**src/rtl/helper_axis_burst_scheduler.sv**
```systemverilog
// Gates a stream generator into fixed-length bursts separated by idle gaps,
// counting handshakes per burst and bursts per run.
module helper_axis_burst_scheduler #(
    parameter int BURST_LEN  = 4,
    parameter int GAP_CYCLES = 2,
    parameter int NUM_BURSTS = 3,
    parameter int CNT_WIDTH  = 16
) (
    input  logic                 clk,
    input  logic                 rst,
    input  logic                 start,
    input  logic                 pause,
    output logic                 gen_enable,
    input  logic                 mon_valid,
    input  logic                 mon_ready,
    output logic                 busy,
    output logic                 done,
    output logic [CNT_WIDTH-1:0] beat_count,
    output logic [CNT_WIDTH-1:0] burst_count
);

    localparam logic [1:0] S_IDLE  = 2'd0;
    localparam logic [1:0] S_BURST = 2'd1;
    localparam logic [1:0] S_GAP   = 2'd2;
    localparam logic [1:0] S_DONE  = 2'd3;

    localparam logic [CNT_WIDTH-1:0] LP_BURST_LEN = CNT_WIDTH'(BURST_LEN);
    localparam logic [CNT_WIDTH-1:0] LP_NUM       = CNT_WIDTH'(NUM_BURSTS);
    // Only meaningful when GAP_CYCLES > 0; the GAP state is unreachable otherwise.
    localparam logic [CNT_WIDTH-1:0] LP_GAP_LAST  = CNT_WIDTH'(GAP_CYCLES - 1);

    logic [1:0]           r_state;
    logic [CNT_WIDTH-1:0] r_beat_cnt;
    logic [CNT_WIDTH-1:0] r_burst_cnt;
    logic [CNT_WIDTH-1:0] r_gap_cnt;

    logic                 w_beat;
    logic [CNT_WIDTH-1:0] w_beat_inc;
    logic [CNT_WIDTH-1:0] w_burst_inc;
    logic                 w_burst_end;
    logic                 w_run_end;

    assign gen_enable  = (r_state == S_BURST) & ~pause;
    assign w_beat      = gen_enable & mon_valid & mon_ready;
    assign w_beat_inc  = r_beat_cnt + 1'b1;
    assign w_burst_inc = r_burst_cnt + 1'b1;
    assign w_burst_end = w_beat & (w_beat_inc == LP_BURST_LEN);
    // An unbounded run never ends; burst_count simply wraps.
    assign w_run_end   = (NUM_BURSTS != 0) & (w_burst_inc == LP_NUM);

    always_ff @(posedge clk) begin
        if (rst) begin
            r_state     <= S_IDLE;
            r_beat_cnt  <= '0;
            r_burst_cnt <= '0;
            r_gap_cnt   <= '0;
        end else begin
            case (r_state)
                S_IDLE, S_DONE: begin
                    if (start) begin
                        r_state     <= S_BURST;
                        r_beat_cnt  <= '0;
                        r_burst_cnt <= '0;
                        r_gap_cnt   <= '0;
                    end
                end
                S_BURST: begin
                    if (w_burst_end) begin
                        r_beat_cnt  <= '0;
                        r_burst_cnt <= w_burst_inc;
                        r_gap_cnt   <= '0;
                        if (w_run_end)
                            r_state <= S_DONE;
                        else if (GAP_CYCLES > 0)
                            r_state <= S_GAP;
                        else
                            r_state <= S_BURST;
                    end else if (w_beat) begin
                        r_beat_cnt <= w_beat_inc;
                    end
                end
                S_GAP: begin
                    if (r_gap_cnt == LP_GAP_LAST) begin
                        r_gap_cnt <= '0;
                        r_state   <= S_BURST;
                    end else begin
                        r_gap_cnt <= r_gap_cnt + 1'b1;
                    end
                end
                default: r_state <= S_IDLE;
            endcase
        end
    end

    assign busy        = (r_state == S_BURST) | (r_state == S_GAP);
    assign done        = (r_state == S_DONE);
    assign beat_count  = r_beat_cnt;
    assign burst_count = r_burst_cnt;

endmodule

```
**config.mk**
```make
export PLATFORM = sky130hd
export DESIGN_NAME = helper_axis_burst_scheduler
export DESIGN_NICKNAME = d
export VERILOG_FILES = /design/src/rtl/helper_axis_burst_scheduler.sv
export SDC_FILE = /design/constraint.sdc
export NUM_CORES = 1
export LEC_CHECK = 0
export CELL_PAD_IN_SITES_DETAIL_PLACEMENT = 1
export CELL_PAD_IN_SITES_GLOBAL_PLACEMENT = 1
export CORE_ASPECT_RATIO = 1.5
export CORE_MARGIN = 2
export CORE_UTILIZATION = 39
export CTS_BUF_LIST = sky130_fd_sc_hd__clkbuf_8 sky130_fd_sc_hd__clkbuf_16
export DETAILED_ROUTE_END_ITERATION = 8
export PLACE_DENSITY = 0.82
export SYNTH_ARGS = -nofsm -noshare
export SYNTH_HDL_FRONTEND = slang
export SYNTH_SLANG_ARGS = --single-unit
export TNS_END_PERCENT = 1
```
**constraint.sdc**
```tcl
create_clock -name clk -period 3.4 [get_ports clk]
set_clock_uncertainty 0.15 [all_clocks]
set_input_delay 0.34 -clock clk [delete_from_list [all_inputs] [get_ports clk]]
set_output_delay 0.34 -clock clk [all_outputs]
set_load 0.02 [all_outputs]
```
==> impl_metrics.csv <==
group,metric,value,unit
outcome,outcome,"finished clean",
worst_setup_path,cp_slowest_stage_delay,0.49,ns
drt,ant_nets,0,
pwr,p_total,1.57,mW
die,dieArea,9440,µm²
pwr,power.density,382,nW/µm²
drt,drt_wl_total,11200,µm
yosys,synth.most_common_cell,"dfxtp_1",
yosys,synthTopCellsByArea,"dfxtp_1 (30%), o21ai_0 (5.5%), a21oi_1 (5.0%)",
pwr,peakVddDrop,0.000224,V
placed_design,dp.cells,591,
timing,min_period,3.28,ns
timing,worst_slew_pin_slew,0.734,ns
clock_network,cts_tree,"done",
worst_setup_path,crit_path_start_kind,"flop",
yosys,synthAdderAreaFrac,3.33,%
clock_network,cts_sinks,50,
pwr,total_leakage_power,1.39,nW
yosys,ys_seq_area_share,29.6,%
layout,areaGrowthSynthToFinish,21.8,%
die,row_count,41,
global_routing,grt_pass1_wl,18500,µm
worst_setup_path,critPathCaptureType,"flop",
drt,dr.pass1.iters,4,
die,core_area,8410,µm²
timing,slew_violations,0,
clock_network,clock_tree.htree_level_count,2,
yosys,synth-xor-area-share,1.81,%
yosys,synthCells,458,
layout,nets,506,
layout,final_cell_count_no_fill,599,
clock_network,cts_buffers,5,
timing,hold_viol,0,
placed_design,dp_hpwl,8070,µm
placed_design,gp_congestion,0.968,
placed_design,io_buffers,40,
yosys,synthMuxAreaShare,0.333,%
min_path,hold_path_class,"reg2reg",
worst_setup_path,critPathRequiredTime,3.48,ns
yosys,synth_cell_type_count,52,
yosys,synth_top_area_share,29.6,%
layout,drive_gt1_share,7.72,%
timing,finalCritPeriodShare,96.3,%
yosys,yosysWarnings,0,
worst_setup_path,crit_chain,"ha_1, buf_4, and4_1, a211o_1, a2bb2oi_1, o2111ai_2, o31a_1, buf_12, or4_1, a21oi_1",
worst_setup_path,crit_fanout,47,
drt,drt_iter0_markers,242,
yosys,ys_seq_elements,50,
worst_setup_path,crit_family,"compound AO/OA/AOI/OAI gates",
global_routing,antenna_found_initial,0,
global_routing,grt_max_degree,48,
global_routing,grt_usage,24.5,%
yosys,synth_top_family_by_area,"simple AND/OR/NAND/NOR gates",
drt,via_per_inst,6.21,
yosys,synthSimpleGateAreaFrac,31.9,%
drt,wire_per_inst,18.8,µm
worst_setup_path,cp_num_buf_inv,2,
timing,setup_viol,0,
layout,antenna_cells,0,
yosys,synthArstFlopShare,0,%
die,die_x,80.0,µm
flow_run,max_cap_violations,0,
timing,rsz0062_at_grt,"false",
timing,slew_headroom,50.6,%
die,die_h,118,µm
yosys,synth_top_area_cell,"dfxtp_1",
clock_network,cts_setup_buffers,0,
clock_network,cts-root-buf,"clkbuf_16",
yosys,synth_edf_count,0,
clock_network,clk_pin_slew,0.07,ns
die,io_pins,41,
clock_network,insertion_delay,0.30,ns
timing,setup_tns,0,ns
die,start_util,40.2,%
worst_setup_path,cp_slowest_cell,"or4_1",
global_routing,grt_overflow_total,0,
yosys,netlist_area,3380,µm²
yosys,ys.flop_type,"dfxtp_1",
worst_setup_path,arrival,3.35,ns
clock_network,cts_buffer_depth,2,
yosys,synth_commonest_cells,"dfxtp_1 (50), o21ai_0 (37), a21oi_1 (34), nor2_1 (34), nand3_1 (31)",
yosys,synth-compound-area-share,25.9,%
timing,max_freq,305,MHz
yosys,synth_fp_nets,473,
drt,post-route-drc-count,0,
worst_setup_path,path_class,"reg2reg",
drt,vias,3721,
yosys,avgSynthCellArea,7.38,µm²
global_routing,grt_pass1_vias,3694,
## layout by cell type, fill, tap and decap left out, types with 4 or more instances in the layout
master and n:
dfxtp_1 50, clkdlybuf4s50_1 40, o21ai_0 37, nor2_1 34
a21oi_1 34, nand3_1 31, nand2_1 30, buf_4 25
o31ai_1 21, inv_1 18, nand4_1 18, nor4_1 18
or4_1 13, a31oi_1 11, nor3_1 9, ha_1 9
and3_1 8, nor4b_1 7, and2_1 7, or3_1 6
xnor2_1 6, nor2b_1 5, clkbuf_16 5, a211o_1 4
a21o_1 4
## tightest hold or removal path, stage by stage, from the launching register on
cell and delay [ns]:
dfxtp_1 0.32, o31ai_1 0.06, a21oi_1 0.06
## sequential cells by signal, indices dropped and copies added (netlist names)
register and cells:
r_state 2, r_gap_cnt 16, burst_count 16, beat_count 16
## routing by layer
| metal | vias to the layer above | global-route usage [%] | wire length (µm) |
|---|---|---|---|
| met5 | - | 0 | 0 |
| met4 | 0 | 11.3 | 430 |
| met2 | 83 | 43.1 | 6020 |
| met1 | 1818 | 28.1 | 4480 |
| li1 | 1788 | - | - |
| met3 | 32 | 3.83 | 316 |
## power by group
part / total [mW] / internal, mW / switching (mW)
Clock: 0.569 / 0.343 / 0.227
Combinational: 0.388 / 0.119 / 0.269
Sequential: 0.615 / 0.598 / 0.0169
## layout make-up
class | instances | area [µm²]
clock buffer | 5 | 125
clock inverter | 3 | 37.5
fill | 1083 | 4300
inverter | 16 | 60.1
multi-input combinational | 352 | 2150
sequential | 50 | 1000
tap | 107 | 134
timing repair buffer | 66 | 608
## metrics by stage
step                      setup WS (ns)  utilization (%)  area (µm²)  hold WS, ns
after floorplan                   0.158                -        3380        0.302
after CTS                         0.126             48.9        4110        0.339
after global routing            0.00849             48.9        4120        0.367
final                             0.124             48.9        4120        0.336
after global placement            0.322             46.9        3950        0.317
after detailed placement          0.159             46.9        3950        0.326
## cells by family (layout without fill, tap and decap cells)
group | Yosys count | count (layout)
mux | 1 | 1
buf+inv | 56 | 90
fa+ha+maj | 9 | 9
xor+xnor | 7 | 7
compound gates | 137 | 137
flops | 50 | 50
simple gates | 198 | 198
## final timing paths
check,start,end,slack [ns],depth (start not counted)
setup reg to reg,beat_count[0]$_SDFFE_PP0P_,r_gap_cnt[10]$_SDFFE_PP0P_,0.12,10
hold / removal,r_gap_cnt[15]$_SDFFE_PP0P_,r_gap_cnt[15]$_SDFFE_PP0P_,0.34,2
hold reg to reg,r_gap_cnt[15]$_SDFFE_PP0P_,r_gap_cnt[15]$_SDFFE_PP0P_,0.34,2
setup / recovery,beat_count[0]$_SDFFE_PP0P_,r_gap_cnt[10]$_SDFFE_PP0P_,0.12,10
## timing repair
action | in CTS | in global routing
hold buffers | 0 | 0
setup endpoints to repair | 0 | 2
endpoints found under the hold margin | 0 | 0
gates resized for setup | 0 | 1
(Power assumes the default switching activity.)
